<file path="config.mk">
export PLATFORM = sky130hd
export DESIGN_NAME = front_redir_arb
export DESIGN_NICKNAME = d
export VERILOG_FILES = /design/src/rtl/front_redir_arb_pkg.sv /design/src/rtl/front_redir_arb_prio_sel.sv /design/src/rtl/front_redir_arb.sv
export SDC_FILE = /design/constraint.sdc
export NUM_CORES = 1
export LEC_CHECK = 0
export CORE_MARGIN = 5
export CORE_UTILIZATION = 31
export CTS_BUF_LIST = sky130_fd_sc_hd__clkbuf_2 sky130_fd_sc_hd__clkbuf_4 sky130_fd_sc_hd__clkbuf_8
export CTS_CLUSTER_SIZE = 12
export DETAILED_ROUTE_END_ITERATION = 16
export PLACE_DENSITY = 0.89
export SYNTH_ARGS = -nofsm -noshare
export SYNTH_HDL_FRONTEND = slang
export SYNTH_SLANG_ARGS = --single-unit
export TNS_END_PERCENT = 100
</file>
<file path="constraint.sdc">
create_clock -name Clk -period 2 [get_ports Clk]
set_input_delay 0.3 -clock Clk [delete_from_list [all_inputs] [get_ports Clk]]
set_output_delay 0.3 -clock Clk [all_outputs]
set_load 0.01 [all_outputs]
</file>
<file path="src/rtl/front_redir_arb_pkg.sv">
// Shared types and widths for the frontend redirect arbiter and its priority selector.
package front_redir_arb_pkg;

  localparam int PC_W  = 32;
  localparam int FTQ_W = 6;

  // One-hot grant bit positions produced by redir_prio_sel
  localparam int GNT_BPU = 0;
  localparam int GNT_PRE = 1;
  localparam int GNT_ROB = 2;

  typedef enum logic [1:0] {
    SRC_NONE = 2'd0,
    SRC_BPU  = 2'd1,
    SRC_PRE  = 2'd2,
    SRC_ROB  = 2'd3
  } redir_src_e;

  typedef enum logic [1:0] {
    ST_IDLE  = 2'd0,
    ST_FLUSH = 2'd1,
    ST_DRAIN = 2'd2
  } arb_state_e;

  // Restart point after a predecode redirect is the FTQ entry following the offender.
  function automatic logic [FTQ_W-1:0] ftq_ptr_inc(input logic [FTQ_W-1:0] p);
    return p + {{(FTQ_W-1){1'b0}}, 1'b1};
  endfunction

endpackage

</file>
<file path="src/rtl/front_redir_arb_prio_sel.sv">
// Fixed-priority redirect selector (ROB > Pre > BPU): one-hot grant plus muxed PC and FTQ pointer.
module redir_prio_sel
  import front_redir_arb_pkg::*;
(
  input  logic             rob_vld,
  input  logic [PC_W-1:0]  rob_pc,
  input  logic [FTQ_W-1:0] rob_ptr,
  input  logic             pre_vld,
  input  logic [PC_W-1:0]  pre_pc,
  input  logic [FTQ_W-1:0] pre_ptr,
  input  logic             bpu_vld,
  input  logic [PC_W-1:0]  bpu_pc,
  output logic [2:0]       gnt,
  output logic [PC_W-1:0]  pc,
  output logic [FTQ_W-1:0] ptr
);

  always_comb begin
    gnt = '0;
    pc  = '0;
    ptr = '0;
    if (rob_vld) begin
      gnt[GNT_ROB] = 1'b1;
      pc           = rob_pc;
      ptr          = rob_ptr;
    end else if (pre_vld) begin
      gnt[GNT_PRE] = 1'b1;
      pc           = pre_pc;
      ptr          = pre_ptr;
    end else if (bpu_vld) begin
      gnt[GNT_BPU] = 1'b1;
      pc           = bpu_pc;
    end
  end

endmodule

</file>
<file path="src/rtl/front_redir_arb.sv">
// Frontend redirect arbiter: picks one redirect source, issues a one-cycle FLUSH, drains the ICache.
// Optional accepted-redirect counters are built when REDIR_PERF_CNT_EN is defined.
module front_redir_arb
  import front_redir_arb_pkg::*;
(
  input  logic             Clk,
  input  logic             Rest,
  input  logic             RobRedirValid,
  input  logic [PC_W-1:0]  RobRedirPc,
  input  logic [FTQ_W-1:0] RobRedirFtqPtr,
  input  logic             PreRedirValid,
  input  logic [PC_W-1:0]  PreRedirPc,
  input  logic [FTQ_W-1:0] PreRedirFtqPtr,
  input  logic             BpuRedirValid,
  input  logic [PC_W-1:0]  BpuRedirPc,
  input  logic             IcacheIdle,
  output logic             RedirValid,
  output logic [PC_W-1:0]  RedirPc,
  output logic [1:0]       RedirSrc,
  output logic             FlushAll,
  output logic             FlushBack,
  output logic             FtqRestoreValid,
  output logic [FTQ_W-1:0] FtqRestorePtr,
  output logic             FrontStall
`ifdef REDIR_PERF_CNT_EN
  ,
  output logic [15:0]      PerfRobCnt,
  output logic [15:0]      PerfPreCnt,
  output logic [15:0]      PerfBpuCnt
`endif
);

  arb_state_e       state;
  logic             idle;
  logic             pre_ok;
  logic             bpu_ok;
  logic [2:0]       gnt;
  logic [PC_W-1:0]  sel_pc;
  logic [FTQ_W-1:0] sel_ptr;
  redir_src_e       sel_src;
  logic             accept;

  // Once a redirect is in flight, Pre/BPU requests belong to a squashed path.
  assign idle   = (state == ST_IDLE);
  assign pre_ok = PreRedirValid & idle;
  assign bpu_ok = BpuRedirValid & idle;

  redir_prio_sel u_sel (
    .rob_vld (RobRedirValid),
    .rob_pc  (RobRedirPc),
    .rob_ptr (RobRedirFtqPtr),
    .pre_vld (pre_ok),
    .pre_pc  (PreRedirPc),
    .pre_ptr (PreRedirFtqPtr),
    .bpu_vld (bpu_ok),
    .bpu_pc  (BpuRedirPc),
    .gnt     (gnt),
    .pc      (sel_pc),
    .ptr     (sel_ptr)
  );

  assign accept = |gnt;

  always_comb begin
    sel_src = SRC_NONE;
    if (gnt[GNT_ROB])      sel_src = SRC_ROB;
    else if (gnt[GNT_PRE]) sel_src = SRC_PRE;
    else if (gnt[GNT_BPU]) sel_src = SRC_BPU;
  end

  // Outputs are registered and double as the latched redirect; they describe the current state.
  always_ff @(posedge Clk) begin
    if (Rest) begin
      state           <= ST_IDLE;
      RedirValid      <= 1'b0;
      RedirPc         <= '0;
      RedirSrc        <= '0;
      FlushAll        <= 1'b0;
      FlushBack       <= 1'b0;
      FtqRestoreValid <= 1'b0;
      FtqRestorePtr   <= '0;
      FrontStall      <= 1'b0;
    end else begin
      RedirValid      <= 1'b0;
      RedirPc         <= '0;
      RedirSrc        <= '0;
      FlushAll        <= 1'b0;
      FlushBack       <= 1'b0;
      FtqRestoreValid <= 1'b0;
      FtqRestorePtr   <= '0;
      if (accept) begin
        state           <= ST_FLUSH;
        RedirValid      <= 1'b1;
        RedirPc         <= sel_pc;
        RedirSrc        <= sel_src;
        FlushAll        <= gnt[GNT_ROB];
        FlushBack       <= gnt[GNT_PRE];
        FtqRestoreValid <= gnt[GNT_PRE];
        FtqRestorePtr   <= gnt[GNT_PRE] ? ftq_ptr_inc(sel_ptr) : '0;
        FrontStall      <= 1'b1;
      end else begin
        case (state)
          ST_IDLE: begin
            state      <= ST_IDLE;
            FrontStall <= 1'b0;
          end
          ST_FLUSH, ST_DRAIN: begin
            if (IcacheIdle) begin
              state      <= ST_IDLE;
              FrontStall <= 1'b0;
            end else begin
              state      <= ST_DRAIN;
              FrontStall <= 1'b1;
            end
          end
          default: begin
            state      <= ST_IDLE;
            FrontStall <= 1'b0;
          end
        endcase
      end
    end
  end

`ifdef REDIR_PERF_CNT_EN
  function automatic logic [15:0] sat_inc(input logic [15:0] c);
    return (c == 16'hFFFF) ? c : c + 16'd1;
  endfunction

  always_ff @(posedge Clk) begin
    if (Rest) begin
      PerfRobCnt <= '0;
      PerfPreCnt <= '0;
      PerfBpuCnt <= '0;
    end else begin
      if (gnt[GNT_ROB]) PerfRobCnt <= sat_inc(PerfRobCnt);
      if (gnt[GNT_PRE]) PerfPreCnt <= sat_inc(PerfPreCnt);
      if (gnt[GNT_BPU]) PerfBpuCnt <= sat_inc(PerfBpuCnt);
    end
  end
`endif

endmodule

</file>
# == After elaboration in Yosys (flattened, before gate mapping) ==
# Cells that the tools add are included.
# classes
add_sub_neg,1
mul,0
div,0
magnitude_cmp,0
n_eq_ne,2
shifts,0
n_mux,20
n_bitwise,5
n_reduce_logical,6
# op_table
op,n
two-way mux 32 bit,3
two-way mux 6 bit,2
two-way mux 1 bit,11
two-way mux 2 bit,4
adder 6 x 1 -> 6 bit (second input constant),1
OR reduction 3 bit,2
OR reduction 5 bit,1
OR reduction 2 bit,2
NOT 1 bit,3
bitwise AND 1 bit,2
equality test 2 x 1 -> 1 bit (second input constant),1
equality test 2 bit (second input constant),1
zero test 2 bit,1
# totals
ff_bits,46
latchBits,0
ram_bits,0
rom_bits,0
inputBits,114
out_inout_bits,45
wordCells,43
n_memories,0

# == Longest topological paths before layout ==
# Gate-level depths: netlist of the first run.
# depth
depth_word,8
ltp_mapped,8
mapped_depth_nobuf,7

# == Hierarchy ==
# A second synthesis of the first run with hierarchy kept.
# hier_totals
cells_unflattened,270
area_unflattened_um2,2290.9
# by_module_without_submodules
module,n_inst,cells_each,area_each_um2,seq_area_each_um2
front_redir_arb,1,113,1320.0,900.9
redir_prio_sel,1,157,970.9,0.0

# == Least setup slack after synthesis of the first run ==
# No wires, ideal clock.
# synth_path
path_kind,register to register
from,reg state[0]
to,reg FtqRestorePtr[4]
setup_ps,78
arrival_ps,1572
t_required_ps,1922
setup_slack_ps,350
stages_incl_launch_ff,8
n_path_buf,1
synth_period_minus_slack_ps,1650
path_cell_list,dfxtp_1 -> inv_1 -> ha_1 -> and3b_1 -> clkbuf_1 -> a22o_1 -> and4_1 -> nor3_1
# synth_between
elab_chain_len,8
elab_cells_between_ends,14
classes_between,1 x add/sub; 6 x mux; 4 x bitwise; 3 x reduce/logical
# synth_lines
item,line_no,source
from (decl),front_redir_arb.sv:33,arb_state_e state;
from (signal assigned),front_redir_arb.sv:74,state <= ST_IDLE;
from (signal assigned),front_redir_arb.sv:92,state <= ST_FLUSH;
from (signal assigned),front_redir_arb.sv:104,state <= ST_IDLE;
zero test 2 bit (*),front_redir_arb.sv:44,assign idle = (state == ST_IDLE);
"parallel branches: the longest is 7 deep, another holds adder 6 x 1 -> 6 bit",-,
to (signal assigned),front_redir_arb.sv:99,FtqRestorePtr <= gnt[GNT_PRE] ? ftq_ptr_inc(sel_ptr) : '0;
to (decl),front_redir_arb.sv:23,"output logic [FTQ_W-1:0] FtqRestorePtr,"
# Mark *: on every way between the ends.
# A chain may end at the register's enable or synchronous reset.

# == Worst setup path in the final report of the first run ==
# layout_path
from,in PreRedirValid
to,reg FtqRestorePtr[4]
# layout_between
elab_chain_len,6
elab_cells_between_ends,11
classes_between,1 x add/sub; 5 x mux; 3 x bitwise; 2 x reduce/logical
# layout_lines
item,line_no,source
from (decl),front_redir_arb.sv:11,"input logic PreRedirValid,"
bitwise AND 1 bit (*),front_redir_arb.sv:45,assign pre_ok = PreRedirValid & idle;
"parallel branches: the longest is 5 deep, another holds adder 6 x 1 -> 6 bit",-,
# Marks and branches as above.

==> results.cfg, run 1 <==
[outcome]
status = complete, no violations

[yosys]
synth.most_common_cell = dfxtp_1
yosysTopAreaCell = dfxtp_1
synth_top_area_share = 0.5217
syn_nets = 290
synth-seq-cells = 45
synth_area_sq_um = 1727
synth_ff_type = dfxtp_1
async_flop_share = 0
synth.distinct_cells = 28
yosysSeqAreaShare = 0.5217
synth.area.top_cells = dfxtp_1 (52%), a222oi_1 (19%), nor2_1 (8.7%)
synthTopCellsByCount = dfxtp_1 (45), nor2_1 (40), a222oi_1 (33)
synth-edff-count = 0
synth_warnings = 0
syn_area_per_cell_sq_um = 9.923
syn_inst = 174

[timing]
final.setup.tns_ps = 0
finalSetupViolCount = 0
drv_slew = 0
tightest_slew_ps = 361.7
hold_viol_final = 0
period_share = 0.8460
slew_headroom = 0.7581
fmax_mhz = 591.0
period_minus_slack_ps = 1692
rsz0062_at_grt = no
fin_skew_ps = 4.760

[drt]
num_vias = 2097
drc = 0
drt-wirelength-per-cell_microns = 17.08
drtPass1Iterations = 7
drtIter0Drc = 204
routed_wl_microns = 6865
drt-vias-per-instance = 5.216
antenna_left = 0

[die]
ioPinCount = 159
core_area_sq_um = 5473
initial_core_util = 0.3155
std_cell_rows = 27
dieWidth_microns = 84.63
die_area_sq_um = 7162
fp.dieH_microns = 84.63

[global_route]
grt_max_degree = 33
grt_remaining_overflow = 0
grt_use_total = 0.1866
grt_pass1_wl_microns = 10700
antenna_found_initial = 0
grt_pass1_vias = 2256

[pwr]
ir_drop_mv = 0.3160
leakagePower_nw = 1.340
power.density_nw_per_um2 = 651.6

[hold_path]
hold_path.class = primary input to flop
min_path_cells = 3

[cts]
root_buffer = clkbuf_8
cts_setup_buffers = 0
cts_tree = built
clkTransAtPathRegs_ps = 80
hold_buffers = 0
post_cts_resized = 0
max-clock-path-buffers = 2
clock-sinks = 45
numCtsBuffers = 5
insertion_delay_ps = 290
htree_num_levels = 2

[cells_and_area]
drive_gt1_frac = 0.06061
diodes = 0
areaGrowthSynthToFinish_pct = 103.7
fill_cells = 472
utilization = 0.6427
final_nets = 445

[critical_path]
critical_path.startpoint_type = primary input
required_ps = 2220
critPathCaptureType = flop
ff2ff_path_depth = 6
crit_arrival_ps = 1910
crit_type = primary input to flop
crit_path_max_fanout = 17

[place]
io_buffers = 157
hpwl_microns = 5398
gp_congestion = 0.7887

[job]
cap_violations = 0
-- final timing paths --
check / from / to / slack, ps
worst min register to register: state[1] / FrontStall / 720
worst min-delay path: BpuRedirPc[2] / RedirPc[2] / 630
worst max register to register: state[0] / FtqRestorePtr[4] / 340
worst max-delay path: PreRedirValid / FtqRestorePtr[4] / 310
-- sequential cells by signal, indices dropped and copies added (netlist names) --
signal / cells
FtqRestoreValid: 1
state: 2
RedirPc: 32
FrontStall: 1
FtqRestorePtr: 6
FlushAll: 1
RedirSrc: 2
-- per-layer routing --
| layer | GRT usage | vias up | share of wire |
|---|---|---|---|
| met5 | 0 | - | 0 |
| met4 | 0.04748 | 0 | 0.015 |
| met3 | 0.07458 | 13 | 0.11 |
| met2 | 0.3587 | 124 | 0.53 |
| met1 | 0.1839 | 985 | 0.35 |
| li1 | - | 975 | - |
-- cells in the final DEF (no fill, tap or decap), types with 2 or more instances in the layout --
cell,Yosys,routed
clkdlybuf4s50_1,0,157
dfxtp_1,45,45
nor2_1,40,40
a222oi_1,33,33
buf_4,1,8
nand2_1,7,7
inv_1,5,5
clkbuf_8,0,5
a21oi_1,3,3
nand4b_1,2,2
nand2b_1,2,2
a22o_1,2,2
xnor2_1,2,2
ha_1,2,2
bufinv_16,0,2
-- per-stage QoR --
step / hold WS, ps / area, sq um / worst slack, ps / total power, mW / std cells
3_5_place_dp: 706.2 / 3383 / 28.89 / 1.515 / 394
5_1_grt: 637.6 / 3517 / 136.8 / 2.390 / 402
4_1_cts: 617.5 / 3517 / 323.5 / 2.318 / 402
2_1_floorplan: 369.1 / 1727 / 349.8 / 1.151 / 174
6_report: 625.1 / 3517 / 308.0 / 2.292 / 402
3_3_place_gp: 659.8 / 3383 / 57.23 / 1.499 / 394
-- logic make-up after synthesis --
kind of cell / share of synthesized area
adders and majority gates: 0.01449
xor gates and xnor gates: 0.01015
AOI/OAI and AO/OA: 0.2232
and+or+nand+nor: 0.1674
buffers and inverters: 0.06305
DFF: 0.5217
-- report_power, final --
group	total, mW	switching [mW]	leakage, nW	internal (mW)
combinational	0.536	0.188	0.902	0.349
clock	0.799	0.303	0.0681	0.496
sequential	0.956	0.0127	0.370	0.944
total	2.29	0.503	1.34	1.79
-- worst max-delay path, stage by stage --
cell	delay [ps]
clkdlybuf4s50_1	680
and3b_1	290
buf_4	250
nand2b_1	180
nor3_1	210
-- final cells by class --
type	instances	area, sq um	share of cell area
well taps	72	90.09	0.02561
inverters	5	18.77	0.005336
clock buffers	5	68.82	0.01957
flip-flops and latches	45	900.9	0.2561
clock inverters	3	65.06	0.01850
repair buffers	166	1652	0.4696
multi-input cells	106	721.9	0.2053
No activity file was read; power rests on OpenSTA's default activity.
==> run 2: changes to the inputs <==
--- a/config.mk
+++ b/config.mk
@@ -6,11 +6,11 @@
 export NUM_CORES = 1
 export LEC_CHECK = 0
 export CORE_MARGIN = 5
-export CORE_UTILIZATION = 31
+export CORE_UTILIZATION = 28
 export CTS_BUF_LIST = sky130_fd_sc_hd__clkbuf_2 sky130_fd_sc_hd__clkbuf_4 sky130_fd_sc_hd__clkbuf_8
 export CTS_CLUSTER_SIZE = 12
 export DETAILED_ROUTE_END_ITERATION = 16
-export PLACE_DENSITY = 0.89
+export PLACE_DENSITY = 0.86
 export SYNTH_ARGS = -nofsm -noshare
 export SYNTH_HDL_FRONTEND = slang
 export SYNTH_SLANG_ARGS = --single-unit
==> constraint.sdc (replaced) <==
create_clock -name Clk -period 1.5 [get_ports Clk]
set_input_delay 0.225 -clock Clk [delete_from_list [all_inputs] [get_ports Clk]]
set_output_delay 0.225 -clock Clk [all_outputs]
set_load 0.01 [all_outputs]
==> results.cfg, run 2 (synthesis gave the netlist of run 1 again) <==
[outcome]
status = finished with violations
violations = setup timing

[job]
cap_violations = 0

[global_route]
grt_use_total = 0.1664
grt_pass1_wl_microns = 10070
grt_max_degree = 34
grt_remaining_overflow = 0
grt_pass1_vias = 2202
antenna_found_initial = 0

[timing]
tightest_slew_ps = 339.3
drv_slew = 0
period_share = 1.016
slew_headroom = 0.7738
timing.final.ws_setup_ps = -23.90
period_minus_slack_ps = 1524
fmax_mhz = 656.2
hold_viol_final = 0
fin_skew_ps = 5.209
rsz0062_at_grt = yes
finalSetupViolCount = 1
final.setup.tns_ps = -23.90

[die]
initial_core_util = 0.2899
ioPinCount = 159
dieWidth_microns = 88.53
fp.dieH_microns = 88.53
core_area_sq_um = 5956
die_area_sq_um = 7837
std_cell_rows = 28

[pwr]
leakagePower_nw = 1.419
total_power_mw = 2.830
power.density_nw_per_um2 = 768.1
ir_drop_mv = 0.5793

[drt]
drc = 0
antenna_left = 0
drt-wirelength-per-cell_microns = 17.40
routed_wl_microns = 7239
drt-vias-per-instance = 5.043
drtPass1Iterations = 8
drtIter0Drc = 178
num_vias = 2098

[critical_path]
required_ps = 1690
crit_arrival_ps = 1710
rrSetupSlack_ps = -20
critical_path.startpoint_type = flop
critPathCaptureType = flop
crit_type = flop to flop
crit_path_max_fanout = 7

[cells_and_area]
mostFrequentLayoutCell = clkdlybuf4s50_1
largestRegisters = RedirPc (32), FtqRestorePtr (6)
areaGrowthSynthToFinish_pct = 113.4
utilization = 0.6187
drive_gt1_frac = 0.1202
fill_cells = 509
largest_reg_flops = 32
final_nets = 456
diodes = 0
layout_common_cells = clkdlybuf4s50_1 (155), dfxtp_1 (44), nor2_1 (40)
top_register = RedirPc

[cts]
numCtsBuffers = 5
root_buffer = clkbuf_8
clkTransAtPathRegs_ps = 80
cts_tree = built
insertion_delay_ps = 280
htree_num_levels = 2
clock-sinks = 45
hold_buffers = 0
max-clock-path-buffers = 2

[hold_path]
hold_path.class = primary input to flop

[place]
io_buffers = 157
gp_congestion = 0.7875
hpwl_microns = 5483
-- run 2: changes by cell type in the layout (fill, tap and decap cells not counted), sizes merged --
cell	before	now
clkinv	1	0
clkdlybuf4s50	157	155
clkbuf	5	11
buf	9	18
bufinv	2	0
dlygate4sd2	0	1
-- run 2: area by class of cell --
| cell class | count | area [sq um] | share of cell area |
|---|---|---|---|
| flip-flops and latches | 45 | 902.1 | 0.2448 |
| repair buffers | 177 | 1804 | 0.4896 |
| clock buffers | 8 | 91.34 | 0.02479 |
| inverters | 5 | 18.77 | 0.005093 |
| well taps | 75 | 93.84 | 0.02547 |
| multi-input cells | 106 | 774.5 | 0.2102 |
-- run 2: routing by layer --
| metal | vias up | global-route usage | wire, microns |
|---|---|---|---|
| met5 | - | 0 | 0 |
| met4 | 0 | 0.04670 | 65 |
| met3 | 6 | 0.06425 | 807 |
| met2 | 117 | 0.3114 | 3842 |
| met1 | 980 | 0.1716 | 2524 |
| li1 | 995 | - | - |
-- run 2: what timing repair did --
action	in CTS	in global routing
pin swaps	9	8
gates resized for setup	8	7
buffers inserted	2	1
cloned	0	3
setup endpoints to repair	32	36
endpoints found under the hold margin	0	0
-- run 2: worst paths after layout --
check	startpoint	to	depth (start not counted)
setup / recovery	state[1]	FtqRestorePtr[5]	7
hold / removal	RobRedirValid	RedirSrc[0]	3
setup reg to reg	state[1]	FtqRestorePtr[5]	7
hold reg to reg	state[0]	state[1]	4
-- run 2: critical path, cell delays in order, from the launching register on --
cell	delay, ps
dfxtp_1	310
inv_1	80
ha_4	180
nand4b_1	120
a222oi_1	330
buf_4	190
a31o_2	150
a21oi_1	50
-- run 2: power by group --
group	switching, mW	internal (mW)	leakage (nW)
combinational	0.269	0.514	1.00
sequential	0.0176	1.26	0.370
clock	0.385	0.386	0.0498
-- run 2: per-stage QoR --
step,hold slack (ps),setup WS [ps],instance area [sq um],instances
after floorplan,294.1,2.551,1742,174
after global placement,590.0,-349.5,3433,402
after detailed placement,590.0,-387.6,3433,402
after CTS,288.7,-20.31,3567,412
after global routing,340.1,-105.1,3685,416
final,301.4,-23.90,3685,416
